===== src/rtl/pixel_stream_packer.sv =====
// pixel_stream_packer: packs valid-qualified pixel beats into words, buffers them in a FIFO, streams out with tlast.
// PIXEL_PACKER_PARTIAL_WORD_EN: emit a zero-padded final word when a frame does not fill whole words.
module pixel_stream_packer #(
    parameter int PIXEL_DATA_WIDTH = 8,
    parameter int PPC              = 1,
    parameter int OUT_DATA_WIDTH   = 32,
`ifdef PIXEL_PACKER_PARTIAL_WORD_EN
    parameter int FRAME_PIXELS     = 9,
`else
    parameter int FRAME_PIXELS     = 8,
`endif
    parameter int FIFO_DEPTH       = 16
) (
    input  logic                              clk,
    input  logic                              rst,
    input  logic [PPC*PIXEL_DATA_WIDTH-1:0]   in_pixel_data,
    input  logic                              in_pixel_data_valid,
    output logic [OUT_DATA_WIDTH-1:0]         out_tdata,
    output logic                              out_tvalid,
    input  logic                              out_tready,
    output logic                              out_tlast,
    output logic                              overflow,
    output logic [$clog2(FIFO_DEPTH):0]       fifo_level
);
    localparam int PPW = OUT_DATA_WIDTH / PIXEL_DATA_WIDTH;
    localparam int SW  = PPW > 1 ? $clog2(PPW) : 1;
    localparam int CW  = FRAME_PIXELS > 1 ? $clog2(FRAME_PIXELS) : 1;
    localparam int AW  = $clog2(FIFO_DEPTH);
    localparam int EW  = OUT_DATA_WIDTH + 1;

    if (PPC != 1 && PPC != 2) begin : g_bad_ppc
        $error("PPC must be 1 or 2");
    end
    if (OUT_DATA_WIDTH % (PPC * PIXEL_DATA_WIDTH) != 0) begin : g_bad_width
        $error("OUT_DATA_WIDTH must be a multiple of PPC*PIXEL_DATA_WIDTH");
    end
    if (FRAME_PIXELS % PPC != 0) begin : g_bad_frame
        $error("FRAME_PIXELS must be a multiple of PPC");
    end
    if (FIFO_DEPTH < 4 || (FIFO_DEPTH & (FIFO_DEPTH - 1)) != 0) begin : g_bad_depth
        $error("FIFO_DEPTH must be a power of 2 and at least 4");
    end
`ifndef PIXEL_PACKER_PARTIAL_WORD_EN
    if (FRAME_PIXELS % PPW != 0) begin : g_bad_partial
        $error("FRAME_PIXELS must be a multiple of pixels per word without PIXEL_PACKER_PARTIAL_WORD_EN");
    end
`endif

    logic [SW-1:0]             r_slot;
    logic [CW-1:0]             r_pix;
    logic [OUT_DATA_WIDTH-1:0] r_word;
    logic [EW-1:0]             r_mem [FIFO_DEPTH];
    logic [AW:0]               r_wp;
    logic [AW:0]               r_rp;
    logic [OUT_DATA_WIDTH-1:0] r_tdata;
    logic                      r_tvalid;
    logic                      r_tlast;
    logic                      r_overflow;

    logic [OUT_DATA_WIDTH-1:0] w_word;
    logic [AW:0]               w_level;
    logic                      w_last_beat;
    logic                      w_full_beat;
    logic                      w_done;
    logic                      w_empty;
    logic                      w_full;
    logic                      w_pop;
    logic                      w_push;

    // slots above the current lane stay zero because r_word is cleared on every completed word
    always_comb begin
        w_word = r_word;
        for (int l = 0; l < PPC; l++)
            w_word[(int'(r_slot) + l) * PIXEL_DATA_WIDTH +: PIXEL_DATA_WIDTH] = in_pixel_data[l * PIXEL_DATA_WIDTH +: PIXEL_DATA_WIDTH];
    end

    assign w_last_beat = int'(r_pix) == FRAME_PIXELS - PPC;
    assign w_full_beat = int'(r_slot) == PPW - PPC;
`ifdef PIXEL_PACKER_PARTIAL_WORD_EN
    assign w_done      = in_pixel_data_valid & (w_full_beat | w_last_beat);
`else
    assign w_done      = in_pixel_data_valid & w_full_beat;
`endif
    assign w_level     = r_wp - r_rp;
    assign w_empty     = w_level == '0;
    assign w_full      = w_level == (AW + 1)'(FIFO_DEPTH);
    assign w_pop       = !w_empty & (!r_tvalid | out_tready);
    assign w_push      = w_done & (!w_full | w_pop);

    always_ff @(posedge clk)
        if (w_push)
            r_mem[r_wp[AW-1:0]] <= {w_last_beat, w_word};

    always_ff @(posedge clk) begin
        if (rst) begin
            r_slot     <= '0;
            r_pix      <= '0;
            r_word     <= '0;
            r_wp       <= '0;
            r_rp       <= '0;
            r_tdata    <= '0;
            r_tvalid   <= 1'b0;
            r_tlast    <= 1'b0;
            r_overflow <= 1'b0;
        end else begin
            if (in_pixel_data_valid) begin
                r_word <= w_done ? '0 : w_word;
                r_slot <= w_done ? '0 : r_slot + SW'(PPC);
                r_pix  <= w_last_beat ? '0 : r_pix + CW'(PPC);
            end
            if (w_push)
                r_wp <= r_wp + (AW + 1)'(1);
            if (w_pop) begin
                r_rp               <= r_rp + (AW + 1)'(1);
                {r_tlast, r_tdata} <= r_mem[r_rp[AW-1:0]];
            end
            r_tvalid <= w_pop | (r_tvalid & !out_tready);
            if (w_done & !w_push)
                r_overflow <= 1'b1;
        end
    end

    assign out_tdata  = r_tdata;
    assign out_tvalid = r_tvalid;
    assign out_tlast  = r_tlast;
    assign overflow   = r_overflow;
    assign fifo_level = w_level;
endmodule


===== config.mk =====
export PLATFORM = sky130hd
export DESIGN_NAME = pixel_stream_packer
export DESIGN_NICKNAME = d
export VERILOG_FILES = /design/src/rtl/pixel_stream_packer.sv
export SDC_FILE = /design/constraint.sdc
export NUM_CORES = 1
export LEC_CHECK = 0
export BUFFER_PORTS_ARGS = -buffer_cell sky130_fd_sc_hd__buf_2
export CAP_MARGIN = 10
export CORE_MARGIN = 4
export CORE_UTILIZATION = 53
export CTS_BUF_LIST = sky130_fd_sc_hd__clkbuf_8 sky130_fd_sc_hd__clkbuf_16
export DETAILED_ROUTE_END_ITERATION = 7
export HOLD_SLACK_MARGIN = 0.06
export PLACE_DENSITY = 0.79
export SYNTH_ARGS = -nofsm -noshare
export SYNTH_HDL_FRONTEND = slang
export SYNTH_SLANG_ARGS = --single-unit

===== constraint.sdc =====
create_clock -name clk -period 4.65 [get_ports clk]
set_input_delay 0.2325 -clock clk [delete_from_list [all_inputs] [get_ports clk]]
set_output_delay 0.2325 -clock clk [all_outputs]
set_load 0.02 [all_outputs]

-- Word level (Yosys, flattened, before mapping)
Memory sizes are Yosys's and may differ from the RTL's. A register that Yosys moved wholly into a read port is not among the register bits.
Cells that the tools add are included.
- bits in registers: 49
- latch bits: 0
- bits in writable memories: 528
- memory bits (read-only): 0
- output and inout port bits: 40
- memories kept: 1
- add/subtract/negate cells: 6
- $mul: 0
- divide/modulo/power cells: 0
- magnitude comparators: 0
- eq/ne operators: 3
- shift-type cells: 2
- multiplexer cells: 6
- bitwise logic cells: 8
- reductions and logical operators: 6
- memory list (name ; depth ; width ; read ports ; clocked after memory_dff ; wr ports ; RTL line ; source):
    r_mem ; 16 ; 33 ; 1 ; 1 ; 1 ; 52 ; logic [EW-1:0] r_mem [FIFO_DEPTH];
- operators with widths (kind ; count):
    negation 5 -> 33 bit ; 1
    variable shift 8 x 33 -> 32 bit (first input constant) ; 1
    indexed part select 8 x 33 -> 32 bit ; 1
    bitwise mux 32 bit ; 1
    2-to-1 mux 32 bit ; 1
    adder 5 x 1 -> 5 bit (second input constant) ; 2
    bitwise AND 1 bit ; 5
    == test 5 bit (second input constant) ; 1
    logical NOT 1 bit ; 5
    logical NOT 5 bit ; 1
    subtractor 5 bit ; 1
    adder 3 x 1 -> 3 bit (second input constant) ; 1
    == test 3 x 1 -> 1 bit (second input constant) ; 1
    2-to-1 mux 3 bit ; 1
    OR 1 bit ; 3
    adder 2 x 1 -> 2 bit (second input constant) ; 1
    == test 2 x 1 -> 1 bit (second input constant) ; 1
    2-to-1 mux 1 bit ; 2
    2-to-1 mux 2 bit ; 1

-- Depth between registers and ports, before layout
- word-level depth: 8
- gate-level depth with buffers: 13

-- Worst setup path after synthesis
OpenSTA, ideal clock, no wires.
- path type: register -> register
- start: register r_rp[2]
- end: register r_wp[4]
- data arrival time: 4.765 ns
- data required time: 4.526 ns
- setup slack: -0.239 ns
- stages on the path, launching flop included: 11
- period minus slack after synthesis: 4.889 ns
- cell sequence: dfxtp_1 > clkbuf_1 > clkbuf_1 > inv_1 > ha_1 > xnor2_1 > nor4bb_1 > or2_2 > buf_2 > a31oi_1 > mux2_2
- longest elaborated chain between the ends: 6
- ends and longest elaborated chain (what ; RTL line ; source):
    start: declaration ; 54 ; logic [AW:0] r_rp;
    start signal: assignment ; 114 ; r_rp <= r_rp + (AW + 1)'(1);
    subtractor 5 bit * ; 84 ; assign w_level = r_wp - r_rp;
    net fifo_level[2] ; 23 ; output logic [$clog2(FIFO_DEPTH):0] fifo_level
    logical NOT 5 bit ; 85 ; assign w_empty = w_level == '0;
    logical NOT 1 bit ; 87 ; assign w_pop = !w_empty & (!r_tvalid | out_tready);
    bitwise AND 1 bit ; 87 ;
    OR 1 bit * ; 88 ; assign w_push = w_done & (!w_full | w_pop);
    bitwise AND 1 bit * ; 88 ;
    end signal: assignment ; 112 ; r_wp <= r_wp + (AW + 1)'(1);
    end: declaration ; 53 ; logic [AW:0] r_wp;
Mark *: on every way through the listed nets, which the timed path passes. The rest lies on a longest branch.
A chain may end at the register's enable or synchronous reset.

-- Final worst setup path
- start: register r_wp[0]
- end: memory r_mem[2][13] in the netlist's numbering, enable pin
- longest elaborated chain between the ends: 8
- ends and longest elaborated chain (what ; RTL line ; source):
    subtractor 5 bit ; 84 ;
    logical NOT 5 bit ; 85 ;
    logical NOT 1 bit ; 87 ;
    bitwise AND 1 bit ; 87 ;
    OR 1 bit ; 88 ;
    bitwise AND 1 bit ; 88 ;
    2-to-1 mux 1 bit ; 91 ; if (w_push)
    2-to-1 mux 1 bit (not written as such) ; 92 ; r_mem[r_wp[AW-1:0]] <= {w_last_beat, w_word};
    end: declaration ; 52 ;
Several ways; a longest one is shown, not always the timed one.

==> results list <==
* Chip width: 221 um
- After routing, the total negative slack on setup checks comes to 0 ns.
- Number of enable flip-flop cells after synthesis: between 500 and 600
- The synthesized design spends more area on one cell type than any other, namely sky130_fd_sc_hd__edfxtp_1.
- Max Freq: 0.257 GHz
- Number of buffers on the longest clock path: 3
- The worst setup path is launched from a flip-flop.
- Area of the core region: around 45000 um^2
* Largest family of logic cells by synthesized area: multiplexers
* Post-route fraction of the period consumed by the critical path: 0.837
* Layout overhead on the synthesized area: 11.8%
- Final HPWL DP: 32100 um
- Critical-path maximum fanout: 33
* Number of H-tree levels: 2
- Inserted Clock Buffers: 57
- The number of hold violations in the final report was 0.
* Number of global-route vias before repair: 13484
* IR Drop Worst-Case VDD: 466 uV
* # setup viols final: 0
- Synthesized-area fraction occupied by adder cells: 0.00967
* Fraction of power spent switching nets: 0.286
* Post-route antenna net violation count: 0
- Req. time, crit path: 4.86 ns
- Residual DRC count: 0
- In this run the power spent charging and discharging nets is 3930 uW.
* FILL cells: 3044
* Final routed wire length divided by cell count: 27.3 um
* Max-cap check violation count: 0
- CTS saw 610 sinks.
- The first global-routing pass estimated about 85000 um of wire.
- The share of the synthesized area in compound gates (AO/OA/AOI/OAI) came to 0.0608.
- Clock transition at the registers of the reported paths: ~0.060 ns
* Count leader, synth: sky130_fd_sc_hd__edfxtp_1
- Net Count, Synth: about 1400
* Top-area cell type share of the netlist area: 0.659
- Post-synth design cell area: 24100 um^2
* Relative contribution of combinational cells to total power: 0.224
- The share of total power dissipated in the clock network is 0.326.
- Count of distinct cell types in the synthesized netlist: 44
- Measured against its own limit, the worst slew margin works out to 0.140.
* Async set-reset flop share out of synthesis: 0
- Average via count per standard cell: about 6.4
- Final RePlAce weighted congestion: 0.845
- Drt total wl: between 50000 and 60000 um
- TritonCTS built the clock tree.
- On the final layout, the worst hold slack is roughly 0.12 ns.
- Number of primary I/O pins: 52
- The floorplan step set the die height to around 220 um.
- In the global route stage, overall resource usage came out at 0.230.
* Skew final: 0.0151 ns
* Initial core utilization: 0.540
- Minimum clock period after layout: a little under 4 ns
- The path class of the tightest hold or removal check is in2reg.
- Leak pwr: between 0.008 and 0.009 uW
- The setup path with the least slack is of type reg2reg.
* Overall via count from detail_route: between 10000 and 15000
* Clock tree root driver cell: sky130_fd_sc_hd__clkbuf_16
* Cell-internal power: 9800 uW
- Slew @ Worst Pin: 1.28 ns
- In the final layout, the share of cells above drive strength 1 is 0.233.
- The number of hold buffers added after CTS was 0.
- Area share of and/or/nand/nor cells after synthesis: 0.0435
- Averaged over all synthesized cells, the footprint is ~18 um^2.
* Initial DRC count: between 1500 and 2000
* Ys Warns: 0
- 0 antenna diodes ended up in the layout.
- Post-layout total power: between 10000 and 15000 uW
* Post-CTS resize count: 0
- Global routing finished with a remaining overflow of 0.
- Unrepaired setup endpoints after global routing: false
- Maximum number of pins on one net before global-route repair: 103
* Clk_lat worst skew: about 0.6 ns
- Of the total power, registers draw 0.450.
- Arrival time reported for the critical path endpoint: roughly 4.1 ns
- Number of I/O port buffers: 51
- Standard-cell row count: 77
- CP endpoint kind: flip-flop
* Die outline area: 48900 um^2
* Status: finished, final reports clean
* Number of setup buffers added after CTS: 0
* Primary flip-flop cell chosen by synthesis mapping: sky130_fd_sc_hd__edfxtp_1
- The share of the Yosys chip area taken by registers is 0.727.
- Post-route design area: 26900 um^2
* Most frequent cells after synthesis: sky130_fd_sc_hd__edfxtp_1, sky130_fd_sc_hd__mux4_2, sky130_fd_sc_hd__nor2_1
* Proportion of synthesized area in mux cells: 0.130
* Parity-gate share of the synthesized area counting xor and xnor cells: 0.00177
* Post-Syn Instances: approximately 1400
- Number of flip-flops and latches in the synthesized netlist: 610
- Most area-consuming cells after synthesis: sky130_fd_sc_hd__edfxtp_1, sky130_fd_sc_hd__mux4_2, sky130_fd_sc_hd__dfxtp_1
- Standard cell area after detailed placement: approximately 25000 um^2
- Count of nets after finishing: 1455
* Number of slew-limit violations in the final report: 0
* Drt first pass iters: 7
- Power spread over the standard cell area amounts to 510 nW/um^2.
* Antenna violations before repair: 0
==> per-layer routing <==
layer / GRT usage / up-vias / wire length [um]
li1: - / 5594 / -
met5: 0 / - / 0
met1: 0.323 / 6771 / 21700
met4: 0.0602 / 0 / 1270
met3: 0.0599 / 90 / 6150
met2: 0.367 / 711 / 27300
==> cell usage in the layout, fill, tap and decap left out, drive strengths merged, types with 2 or more instances in the layout <==
master,netlist,layout
a21oi,6,6
a2bb2oi,33,33
a31oi,3,3
a41oi,2,2
and2,5,5
and3,12,12
buf,31,97
bufinv,0,4
clkbuf,63,60
clkinv,0,29
dfxtp,82,82
edfxtp,528,528
ha,17,17
inv,73,87
mux2,9,9
mux2i,8,8
mux4,131,131
nand2,35,35
nand2b,9,9
nand3,2,2
nand3b,2,2
nand4,3,3
nor2,89,89
nor2b,11,11
nor4bb,4,4
o211ai,31,31
o21ai,33,33
o22ai,64,64
o311ai,31,31
or2,2,2
or4,32,32
xor2,3,3
==> area by class of cell <==
cell class	count	area (um^2)	area share
multi-input cells	585	5970	0.222
well taps	592	741	0.0275
inverters	73	274	0.0102
repair buffers	98	631	0.0234
flip-flops and latches	610	17500	0.650
clock buffers	59	1480	0.0548
clock inverters	48	320	0.0119
==> worst paths after layout <==
check | slack, ns | start | cells past startpoint | endpoint
setup reg to reg | 0.76 | r_wp[0] | 8 | r_mem[2][13]
setup / recovery | 0.76 | r_wp[0] | 8 | r_mem[2][13]
hold / removal | 0.12 | rst | 2 | overflow
hold reg to reg | 0.48 | out_tdata[29] | 2 | out_tdata[29]
==> critical path, cell delays in order, from the launching register on <==
cell,delay (ns)
sky130_fd_sc_hd__dfxtp_1,0.40
sky130_fd_sc_hd__inv_1,0.13
sky130_fd_sc_hd__ha_1,0.25
sky130_fd_sc_hd__fa_1,0.40
sky130_fd_sc_hd__nand2b_1,0.16
sky130_fd_sc_hd__a21oi_1,0.21
sky130_fd_sc_hd__xor2_2,0.39
sky130_fd_sc_hd__o31a_1,0.51
sky130_fd_sc_hd__and3_2,1.02
==> through the flow <==
step,std cells,utilization,worst slack (ns)
finish,2065,0.604,0.760
global route,2065,0.604,0.511
CTS,2061,0.603,0.802
detailed placement,1954,0.563,0.859
global placement,1954,0.563,0.987
floorplan,1362,-,0.580
==> state kept, by name (all words and copies together) (netlist names) <==
register / cells
out_tdata: 32
out_tlast: 1
out_tvalid: 1
overflow: 1
r_mem: 528
r_pix: 3
r_rp: 5
r_slot: 2
r_word: 32
r_wp: 5
==> power by group through the flow <==
stage | Clock, uW | Sequential (uW) | Combinational, uW
after CTS | 4520 | 6180 | 3090
after floorplan | 0 | 6390 | 2090
final | 4480 | 6180 | 3080
after global routing | 4770 | 6190 | 3310
after detailed placement | 0 | 6290 | 3060
after global placement | 0 | 6290 | 3010
==> kinds of logic after synthesis <==
kind of cell,after synthesis
compound gates,207
xor+xnor,4
fa+ha+maj,18
buf+inv,167
flops,610
mux,148
simple gates,208
Note: power is estimated with default switching activity, not from simulation.
